[src/rtl/branch_resolution_queue.sv]
// In-order queue of issued branch predictions, checked against resolved outcomes.
// A mispredict flushes the queue, pulses for one cycle and blocks intake for RECOVER cycles.
module branch_resolution_queue #(
    parameter int DEPTH   = 8,
    parameter int RECOVER = 2,
    parameter int CNT_W   = 32
) (
    input  logic                       clk,
    input  logic                       reset,
    input  logic                       pred_valid,
    input  logic [63:0]                pred_ip,
    input  logic                       pred_taken,
    output logic                       pred_ready,
    input  logic                       res_valid,
    input  logic                       res_taken,
    output logic                       mispredict,
    output logic [63:0]                mispredict_ip,
    output logic [$clog2(DEPTH):0]     occupancy,
    output logic [CNT_W-1:0]           total_count,
    output logic [CNT_W-1:0]           correct_count,
    output logic                       underflow_err,
    output logic                       overflow_err
);
    localparam int PTR_W = $clog2(DEPTH);
    localparam int OCC_W = PTR_W + 1;

    typedef enum logic [0:0] {ST_RUN = 1'b0, ST_RECOVER = 1'b1} state_t;

    function automatic logic [CNT_W-1:0] sat_inc(input logic [CNT_W-1:0] v);
        return (&v) ? v : v + CNT_W'(1);
    endfunction

    logic [63:0]      r_mem_ip    [DEPTH];
    logic             r_mem_taken [DEPTH];
    logic [PTR_W-1:0] r_rd_ptr;
    logic [PTR_W-1:0] r_wr_ptr;
    logic [OCC_W-1:0] r_occ;
    state_t           r_state;
    logic [3:0]       r_rec_cnt;
    logic             r_mispredict;
    logic [63:0]      r_mis_ip;
    logic [CNT_W-1:0] r_total;
    logic [CNT_W-1:0] r_correct;
    logic             r_underflow;
    logic             r_overflow;

    logic w_ready;
    logic w_push;
    logic w_pop;
    logic w_hit;
    logic w_mis;

    assign w_ready = (r_state == ST_RUN) && (r_occ != OCC_W'(DEPTH));
    assign w_push  = pred_valid && w_ready;
    assign w_pop   = res_valid && (r_occ != OCC_W'(0));
    assign w_hit   = (r_mem_taken[r_rd_ptr] == res_taken);
    assign w_mis   = w_pop && !w_hit;

    assign pred_ready    = w_ready;
    assign mispredict    = r_mispredict;
    assign mispredict_ip = r_mis_ip;
    assign occupancy     = r_occ;
    assign total_count   = r_total;
    assign correct_count = r_correct;
    assign underflow_err = r_underflow;
    assign overflow_err  = r_overflow;

    // Entry storage; stale slots are harmless because pointers define validity.
    always_ff @(posedge clk) begin
        if (w_push) begin
            r_mem_ip[r_wr_ptr]    <= pred_ip;
            r_mem_taken[r_wr_ptr] <= pred_taken;
        end
    end

    // Pointers, state, recovery timer, statistics and sticky error flags.
    always_ff @(posedge clk) begin
        if (reset) begin
            r_rd_ptr     <= '0;
            r_wr_ptr     <= '0;
            r_occ        <= '0;
            r_state      <= ST_RUN;
            r_rec_cnt    <= 4'd0;
            r_mispredict <= 1'b0;
            r_mis_ip     <= 64'd0;
            r_total      <= '0;
            r_correct    <= '0;
            r_underflow  <= 1'b0;
            r_overflow   <= 1'b0;
        end else begin
            if (w_pop) begin
                r_total <= sat_inc(r_total);
                if (w_hit) begin
                    r_correct <= sat_inc(r_correct);
                end
            end
            if (res_valid && (r_occ == OCC_W'(0))) begin
                r_underflow <= 1'b1;
            end
            if ((r_state == ST_RUN) && pred_valid && !w_ready) begin
                r_overflow <= 1'b1;
            end
            r_mispredict <= w_mis;

            if (w_mis) begin
                // Flush discards any push accepted in this same cycle.
                r_mis_ip  <= r_mem_ip[r_rd_ptr];
                r_rd_ptr  <= '0;
                r_wr_ptr  <= '0;
                r_occ     <= '0;
                r_state   <= ST_RECOVER;
                r_rec_cnt <= 4'(RECOVER);
            end else begin
                if (w_push) begin
                    r_wr_ptr <= r_wr_ptr + PTR_W'(1);
                end
                if (w_pop) begin
                    r_rd_ptr <= r_rd_ptr + PTR_W'(1);
                end
                case ({w_push, w_pop})
                    2'b10:   r_occ <= r_occ + OCC_W'(1);
                    2'b01:   r_occ <= r_occ - OCC_W'(1);
                    default: r_occ <= r_occ;
                endcase
                case (r_state)
                    ST_RECOVER: begin
                        if (r_rec_cnt <= 4'd1) begin
                            r_state   <= ST_RUN;
                            r_rec_cnt <= 4'd0;
                        end else begin
                            r_rec_cnt <= r_rec_cnt - 4'd1;
                        end
                    end
                    default: begin
                        r_state   <= ST_RUN;
                        r_rec_cnt <= 4'd0;
                    end
                endcase
            end
        end
    end
endmodule
[config.mk]
export PLATFORM = sky130hd
export DESIGN_NAME = branch_resolution_queue
export DESIGN_NICKNAME = d
export VERILOG_FILES = /design/src/rtl/branch_resolution_queue.sv
export SDC_FILE = /design/constraint.sdc
export NUM_CORES = 1
export LEC_CHECK = 0
export ABC_AREA = 0
export BUFFER_PORTS_ARGS = -buffer_cell sky130_fd_sc_hd__buf_2
export CELL_PAD_IN_SITES_DETAIL_PLACEMENT = 0
export CELL_PAD_IN_SITES_GLOBAL_PLACEMENT = 1
export CORE_MARGIN = 10
export CORE_UTILIZATION = 25
export DETAILED_ROUTE_END_ITERATION = 10
export HOLD_SLACK_MARGIN = 0.02
export PLACE_DENSITY = 0.48
export SETUP_SLACK_MARGIN = 0.15
export SYNTH_ARGS = -nofsm -noshare
export SYNTH_HDL_FRONTEND = slang
export SYNTH_SLANG_ARGS = --single-unit
[constraint.sdc]
create_clock -name clk -period 7.6 [get_ports clk]
set_input_delay 0.38 -clock clk [delete_from_list [all_inputs] [get_ports clk]]
set_output_delay 0.38 -clock clk [all_outputs]
set_load 0.01 [all_outputs]
# Yosys cells after proc, flatten, opt, wreduce, memory -nomap -nowiden
# Memories as Yosys holds them, arrays and structs flattened. A register that Yosys moved wholly into a read port is not among the register bits.
# Index checks and enable logic that the tools add are counted.
[classes] n_addsub=7 n_mul=0 div=0 order_cmp=1 eq_ne=4 shift=0 n_mux=11 bitwise_logic=3 reduce_logical=18
[ops] cell="$add A32 B1 Y32 const B" n=2
[ops] cell="$reduce_and A32 Y1" n=2
[ops] cell="$pmux W4 S2" n=1
[ops] cell="$sub A4 B1 Y4 const B" n=2
[ops] cell="$logic_and A1 B1 Y1" n=7
[ops] cell="$add A3 B1 Y3 const B" n=2
[ops] cell="$mux W2" n=3
[ops] cell="$mux W3" n=2
[ops] cell="$mux W1" n=5
[ops] cell="$add A4 B1 Y4 const B" n=1
[ops] cell="$le A4 B1 Y1 const B" n=1
[ops] cell="$logic_not A4 Y1" n=1
[ops] cell="$ne A4 B4 Y1 const B" n=1
[ops] cell="$reduce_bool A4 Y1" n=1
[ops] cell="$reduce_or A4 Y1" n=1
[ops] cell="$not A1 Y1" n=3
[ops] cell="$reduce_and A3 Y1" n=1
[ops] cell="$eq A2 B1 Y1 const B" n=1
[ops] cell="$eq A2 B2 Y1 const B" n=1
[ops] cell="$logic_not A1 Y1" n=2
[ops] cell="$reduce_and A2 Y1" n=1
[ops] cell="$reduce_bool A2 Y1" n=1
[ops] cell="$reduce_or A2 Y1" n=1
[ops] cell="$eq A1 B1 Y1" n=1
[word_totals] ff_bits=82 latchBits=0 ramBits=520 romBits=0 out_inout_bits=136 elab_cells=57 mem_count=2
[memory_table] name="r_mem_ip" words=8 width=64 read_ports=1 rd_clocked_by_memory_dff=1 write_ports=1 line="33" source="logic [63:0] r_mem_ip [DEPTH];"
[memory_table] name="r_mem_taken" words=8 width=1 read_ports=1 rd_clocked_by_memory_dff=1 write_ports=1 line="34" source="logic r_mem_taken [DEPTH];"

# Longest topological paths before layout
# Gate-level depths: netlist of the first run.
[logic_depth] word_depth=5 ltp_mapped=13 mapped_depth_nobuf=11

# Worst setup path before layout of the first run
# OpenSTA, ideal clock, no wires.
[synth_timing] kind="reg-to-reg" from="register r_occ[1] (netlist: occupancy[1])" to="memory r_mem_ip[1][0], enable pin" setup_ns=0.568 arrival_time_ns=5.825 t_required_ns=7.032 slack_ns=1.206 path_stages_with_launch=6 path_buffers=1 period_less_slack_ns=6.394 path_cell_list="dfxtp_1 > buf_2 > nor4b_1 > nor3b_1 > nand2_1 > nor3_1"
[synth_via] elab_chain_len=5
[synth_rtl] item="start, declared" line="37" source="logic [OCC_W-1:0] r_occ;"
[synth_rtl] item="start signal, assigned" line="121" source="2'b10: r_occ <= r_occ + OCC_W'(1);"
[synth_rtl] item="start signal, assigned" line="122" source="2'b01: r_occ <= r_occ - OCC_W'(1);"
[synth_rtl] item="start signal, assigned" line="123" source="default: r_occ <= r_occ;"
[synth_rtl] item="$ne A4 B4 Y1" line="53" source="assign w_ready = (r_state == ST_RUN) && (r_occ != OCC_W'(DEPTH));"
[synth_rtl] item="$logic_and A1 B1 Y1" line="53"
[synth_rtl] item="$logic_and A1 B1 Y1" line="54" source="assign w_push = pred_valid && w_ready;"
[synth_rtl] item="$mux W1" line="70" source="if (w_push) begin"
[synth_rtl] item="$mux W1 (not written as such)" line="71" source="r_mem_ip[r_wr_ptr] <= pred_ip;"
[synth_rtl] item="end, declared" line="33"
# No other way between the ends.

# Worst setup path in the final report of the first run
[layout_timing] from="register r_occ[1] (netlist: occupancy[1])" to="memory r_mem_ip[2][2], enable pin"
# Same word-level chain as after synthesis.

==> results of run 1 <==
final timing paths:
| path | to | slack [ns] | depth (start not counted) |
|---|---|---|---|
| worst max-delay path | r_mem_ip[2][2] | 3.77 | 5 |
| worst min-delay path | r_mem_ip[3][23] | 0.05 | 1 |
| worst max register to register | r_mem_ip[2][2] | 3.77 | 5 |
| worst min register to register | underflow_err | 0.47 | 2 |
where the power goes:
part / switching, µW / total [µW] / internal (µW)
clock network: 1540 / 3870 / 2340
registers: 202 / 4520 / 4310
logic: 1080 / 1820 / 743
metrics by stage:
| step | util (%) | worst slack (ns) | cells | power, µW | area [µm²] |
|---|---|---|---|---|---|
| 2_1_floorplan | - | 1.206 | 1488 | 5790 | 26000 |
| 3_3_place_gp | 27.62 | 3.705 | 2999 | 6440 | 28550 |
| 3_5_place_dp | 27.62 | 3.638 | 2999 | 6462 | 28550 |
| 4_1_cts | 30.69 | 3.611 | 3190 | 10420 | 31710 |
| 5_1_grt | 30.69 | 3.369 | 3190 | 10720 | 31710 |
| 6_report | 30.69 | 3.769 | 3191 | 10210 | 31720 |
cells in the mapped netlist, drive strengths merged (9+ instances only):
| library cell | number | area, µm² |
|---|---|---|
| nand2 | 37 | 138.9 |
| nand4 | 15 | 93.84 |
| edfxtp | 520 | 15610 |
| mux4 | 129 | 2905 |
| dfxtp | 149 | 2983 |
| clkbuf | 51 | 191.4 |
| o31ai | 20 | 150.1 |
| inv | 14 | 52.55 |
| or4 | 20 | 150.1 |
| xnor2 | 15 | 138.9 |
| a211oi | 69 | 568.0 |
| and4 | 11 | 96.34 |
| ha | 9 | 112.6 |
| or3 | 20 | 125.1 |
| and2 | 13 | 81.33 |
| nor3 | 19 | 95.09 |
| nand3 | 23 | 115.1 |
| a21oi | 107 | 535.5 |
| and3 | 10 | 62.56 |
| mux2i | 73 | 743.2 |
| buf | 43 | 269.0 |
| nor2 | 36 | 137.6 |
| o21ai | 24 | 120.1 |
flip-flops by register name (all words and copies together) (netlist names), named ones only:
register,flops
overflow_err,1
r_state,1
r_mem_ip,512
total_count,32
correct_count,32
underflow_err,1
occupancy,4
r_rec_cnt,4
r_wr_ptr,3
r_rd_ptr,3
mispredict_ip,64
mispredict,1
r_mem_taken,8
per-layer routing:
layer	part of all wire, %	vias to the layer above	routed length (µm)	GRT usage (%)
li1	-	6580	-	-
met1	47	7375	32000	15.63
met2	46	302	31790	18.15
met3	5.2	94	3552	3.030
met4	1.9	12	1322	2.959
met5	0.13	-	87	0
worst max-delay path, stage by stage, from the launching register on:
cell and delay (ns):
dfxtp_1 0.51, nor4b_1 0.14, nor3b_1 0.89, nand2b_1 0.44, nor2_4 0.60, buf_4 0.80
layout make-up:
class	instances	area share, %
multi-input cells	711	21.95
repair buffers	273	5.282
well taps	1380	5.444
clock buffers	97	6.675
clock inverters	46	1.791
diodes	1	0.007890
inverters	14	0.1696
flip-flops and latches	669	58.68
repair_timing:
action                                  in CTS  in global routing
hold buffers                                48                  0
endpoints found under the setup margin       0                  0
endpoints found under the hold margin      344                  0
cell families (layout without fill, tap and decap cells):
kind of cell               Yosys count  in the layout  share of synthesized area [%]
xor gates and xnor gates            20             20                         0.7026
adders and majority gates            9              9                         0.4331
and+or+nand+nor                    227            227                          4.870
DFF                                669            669                          71.53
buffers and inverters              108            430                          1.973
AOI/OAI and AO/OA                  248            248                          6.213
other                                0              1                              0
muxes                              207            207                          14.28
==> impl_metrics.py, run 1 <==
metrics = {
    "place": {
        "portBuffers": 205,
        "gp_congestion": 0.7123,
        "hpwl_mm": 41.34,
    },
    "timing": {
        "finalMaxSlewViolations": 0,
        "slew_headroom_pct": 20.15,
        "hold_ws_ns": 0.05198,
        "rsz0062_at_grt": "no",
        "fin_crit_sh_pct": 50.40,
        "period_needed_ns": 3.831,
        "clock_skew_ns": 0.03546,
        "worst_slew_pin_slew_ns": 1.198,
        "finalSetupViolCount": 0,
        "fmax_mhz": 261.0,
        "tns_ns": 0,
        "finalHoldViolCount": 0,
    },
    "clocking": {
        "cts_setup_buffers": 0,
        "cts_resized": 0,
        "cts.clk_slew.worst_paths_ns": 0.06,
        "numCtsBuffers": 78,
        "insertion_delay_ns": 0.64,
        "clockBufferDepth": 3,
        "cts_tree": "built",
        "h-tree-depth": 3,
        "root_buffer": "clkbuf_16",
        "clock-sinks": 669,
    },
    "synth": {
        "async_flop_share_pct": 0,
        "synth_nets": 1567,
        "syn_avg_cell_area_um2": 17.47,
        "synth-warning-count": 0,
        "syn-cell-area_um2": 26000,
        "yosysUniqueCellTypes": 59,
        "yosys_most_used_dff": "edfxtp_1",
        "ys_ff_latch": 669,
        "synth_edf_count": 520,
        "synthCells": 1488,
        "ys_seq_area_share_pct": 71.53,
    },
    "detailed_routing": {
        "detail-route-antenna-nets": 0,
        "drtIter0Drc": 759,
        "viasPerCell": 4.501,
        "routed_wl_mm": 68.75,
        "via_count": 14360,
        "drc_errors": 0,
        "dr.pass1.iters": 5,
        "routedWlPerCell_um": 21.54,
    },
    "final_layout": {
        "final_cell_mix": "520 x edfxtp_1, 204 x buf_2, 146 x dfxtp_1, 129 x mux4_2, 107 x a21oi_1",
        "layout.area.seq_um2": 18610,
        "mostFrequentLayoutCell": "edfxtp_1",
        "nets": 1826,
        "drive_gt1_share_pct": 28.12,
        "syn2layout_area_growth_pct": 21.98,
        "fillCellCount": 10170,
        "multi_input_area_um2": 6963,
    },
    "min_path": {
        "hp-class": "in -> reg",
        "min_from": "pred_ip[23]",
    },
    "worst_setup_path": {
        "criticalPathCategory": "reg -> reg",
        "cp-start-kind": "register",
        "arrival_ns": 4.08,
        "cp_max_fo": 49,
        "end_kind": "register",
        "cp_data_required_time_ns": 7.85,
        "crit-reg2reg-launch": "occupancy[1]",
        "crit_start": "occupancy[1]",
    },
    "floorplanning": {
        "io_pins": 206,
        "die_w_um": 342.5,
        "num_rows": 118,
        "initial_utilization_pct": 25.16,
        "die_h_um": 342.5,
        "dieArea_um2": 117300,
        "core_um2": 103300,
    },
    "global_route": {
        "grt_usage_pct": 11.53,
        "grt_antenna_before_repair": 10,
        "grt_pass1_vias": 14970,
        "grt_max_degree": 86,
        "grt_pass1_wl_mm": 102.1,
        "overflow": 0,
    },
    "power_and_ir_drop": {
        "power.leakage_uw": 0.01009,
        "p_per_area_nw_per_um2": 321.8,
        "vdd_drop_max_mv": 0.1873,
    },
    "flow_run": {
        "cap_violations": 0,
    },
    "status": {
        "status": "finished clean",
    },
}
Note: power is estimated with default switching activity, not from simulation.
==> run 2: changes to the inputs <==
- ABC_AREA: 0 -> 1
- PLACE_DENSITY: 0.48 -> 0.51
- clock period: 7.6 -> 3.3 ns (I/O delays scaled with it)
==> run 2 against run 1 <==
Compared with the run above: die area is 4.3% higher; fmax is 55% higher; synthesized cell count is 64% higher; final cell count is 30% higher; sequential cell count stayed put; global-route usage is 1.5 points higher; critical endpoint is now mispredict_ip[48]; largest cell class unchanged.
==> impl_metrics.py, run 2 <==
metrics = {
    "status": {
        "status": "finished clean",
    },
    "final_layout": {
        "nets": 2767,
        "mostFrequentLayoutCell": "edfxtp_1",
        "largest_reg_flops": 512,
        "largest_register": "r_mem_ip",
        "final_area_um2": 33210,
        "fin_cells": 4157,
        "fin_util_pct": 30.90,
        "syn2layout_area_growth_pct": 22.11,
        "drive_gt1_share_pct": 15.27,
        "final_cell_mix": "520 x edfxtp_1, 424 x nand2_1, 367 x nor2_1, 257 x o21ai_0, 205 x buf_2",
    },
    "place": {
        "portBuffers": 205,
        "dp_cells": 3944,
        "placed_area_um2": 29930,
        "gp_congestion": 0.7845,
        "hpwl_mm": 48.46,
    },
    "timing": {
        "clock_skew_ns": 0.03384,
        "worst_slew_pin_slew_ns": 0.7941,
        "finalMaxSlewViolations": 0,
        "fin_crit_sh_pct": 74.72,
        "finalSetupViolCount": 0,
        "slew_headroom_pct": 47.06,
        "rsz0062_at_grt": "no",
        "period_needed_ns": 2.466,
        "finalHoldViolCount": 0,
        "fmax_mhz": 405.6,
    },
    "detailed_routing": {
        "dr.pass1.iters": 5,
        "drtIter0Drc": 1056,
        "routed_wl_mm": 81.66,
        "routedWlPerCell_um": 19.64,
        "detail-route-antenna-nets": 0,
        "drc_errors": 0,
        "via_count": 19080,
        "viasPerCell": 4.589,
    },
    "synth": {
        "yosysTopAreaCellShare_pct": 57.41,
        "yosysUniqueCellTypes": 36,
        "ys_seq_area_share_pct": 68.37,
        "synth-warning-count": 0,
        "ys_ff_latch": 669,
        "synthCells": 2436,
        "synth.area.top_cells": "edfxtp_1 57%, dfxtp_1 11%, nand2_1 5.9%",
        "syn-cell-area_um2": 27200,
        "yosys_most_used_dff": "edfxtp_1",
        "post-synth-top-count-cell": "edfxtp_1",
        "ys_top_cells_by_count": "520 x edfxtp_1, 424 x nand2_1, 375 x nor2_1, 257 x o21ai_0, 149 x dfxtp_1",
        "yosys.area.top_type": "edfxtp_1",
        "synth_nets": 2515,
        "synth_edf_count": 520,
        "async_flop_share_pct": 0,
        "syn_avg_cell_area_um2": 11.17,
    },
    "floorplanning": {
        "initial_utilization_pct": 25.30,
        "io_pins": 206,
        "core_um2": 107500,
        "die_h_um": 349.8,
        "num_rows": 120,
        "dieArea_um2": 122400,
        "die_w_um": 349.8,
    },
    "clocking": {
        "cts_setup_buffers": 0,
        "insertion_delay_ns": 0.64,
        "numCtsBuffers": 78,
        "h-tree-depth": 3,
        "cts_tree": "built",
        "cts.clk_slew.worst_paths_ns": 0.06,
        "clockBufferDepth": 3,
        "root_buffer": "clkbuf_16",
        "clock-sinks": 669,
        "cts_resized": 0,
    },
    "flow_run": {
        "cap_violations": 0,
    },
    "worst_setup_path": {
        "arrival_ns": 3.02,
        "crit_top_cell": "nand2_1",
        "crit_chain": "nor2_1 > nand3_1 > nand2_2 > inv_2 > nand3_4 > nor2_4 > buf_12 > nand2_1 > nand2_1",
        "max_stage_delay_ns": 0.48,
        "criticalPathCategory": "reg -> reg",
        "crit_family": "simple AND/OR/NAND/NOR gates",
        "cp_max_fo": 66,
        "end_kind": "register",
        "path_buf_inv": 2,
        "cp_data_required_time_ns": 3.85,
        "ff2ff_setup_slack_ns": 0.83,
        "cp-start-kind": "register",
        "crit_slowest_cell": "nand3_4",
    },
    "min_path": {
        "hp-class": "in -> reg",
    },
    "power_and_ir_drop": {
        "pwr-share-clk_pct": 36.7,
        "total_power_uw": 23690,
        "p_per_area_nw_per_um2": 713.2,
        "p_sw_share_pct": 30.35,
        "power.leakage_uw": 0.01173,
        "combPwrFrac_pct": 21.0,
        "intPower_uw": 16500,
        "vdd_drop_max_mv": 0.3599,
        "p_switching_uw": 7190,
        "power_frac_seq_pct": 42.3,
    },
    "global_route": {
        "grt_pass1_wl_mm": 122.3,
        "grt_antenna_before_repair": 15,
        "grt_max_degree": 131,
        "overflow": 0,
        "grt_usage_pct": 12.98,
        "grt_pass1_vias": 19140,
    },
}
run 2: logic make-up (layout without fill, tap and decap cells):
| family | after synthesis | after routing | share of synthesized area [%] |
|---|---|---|---|
| AND/OR/NAND/NOR | 991 | 991 | 15.15 |
| flip-flops | 669 | 669 | 68.37 |
| AO/OA/AOI/OAI | 527 | 527 | 11.63 |
| buffers and inverters | 209 | 523 | 3.432 |
| XOR/XNOR | 31 | 31 | 0.9982 |
| adder cells (fa/ha/maj) | 9 | 9 | 0.4140 |
| other | 0 | 4 | 0 |
run 2: path summary, 6_finish.rpt:
check | from | to | cells after the start
setup reg to reg | occupancy[1] | mispredict_ip[48] | 9
hold reg to reg | underflow_err | underflow_err | 2
setup / recovery | occupancy[1] | mispredict_ip[48] | 9
hold / removal | reset | total_count[28] | 3
run 2: layout make-up:
cell class	count	area (µm²)
well taps	1403	1755
flip-flops and latches	669	18610
diodes	4	10.01
inverters	67	261.5
fillers	10910	74290
multi-input cells	1558	7741
repair buffers	314	2237
clock inverters	31	320.3
clock buffers	111	2282
run 2: per-layer routing:
metal / part of all wire (%) / track usage, %
met2: 47 / 21.35
met5: 0.14 / 0
met1: 46 / 16.85
met4: 2.2 / 3.322
met3: 5.5 / 3.346
run 2: through the flow:
stage	TNS (ns)	hold WS [ns]	setup slack [ns]
2_1_floorplan	-218.34	0.2639	-0.8398
3_3_place_gp	0	0.4328	0.8137
3_5_place_dp	0	0.4376	0.7655
4_1_cts	0	0.2107	0.7118
5_1_grt	0	0.2528	0.5520
6_report	0	0.2394	0.8342
run 2: worst min-delay path, delay by kind of cell:
family        cells  cell delay [ns]
buf+inv           2             0.47
simple gates      1             0.18
run 2: what timing repair did:
item / CTS / global route
hold buffers: 67 / 0
setup endpoints to repair: 0 / 0
endpoints found under the hold margin: 525 / 0
run 2: power groups by stage:
stage	sequential, µW	combinational (µW)	clock (µW)
after floorplan	10300	3140	0
after global placement	10200	4980	0
after detailed placement	10200	5040	0
after CTS	10000	5120	9010
after global routing	10100	5570	9360
final	10000	4970	8700
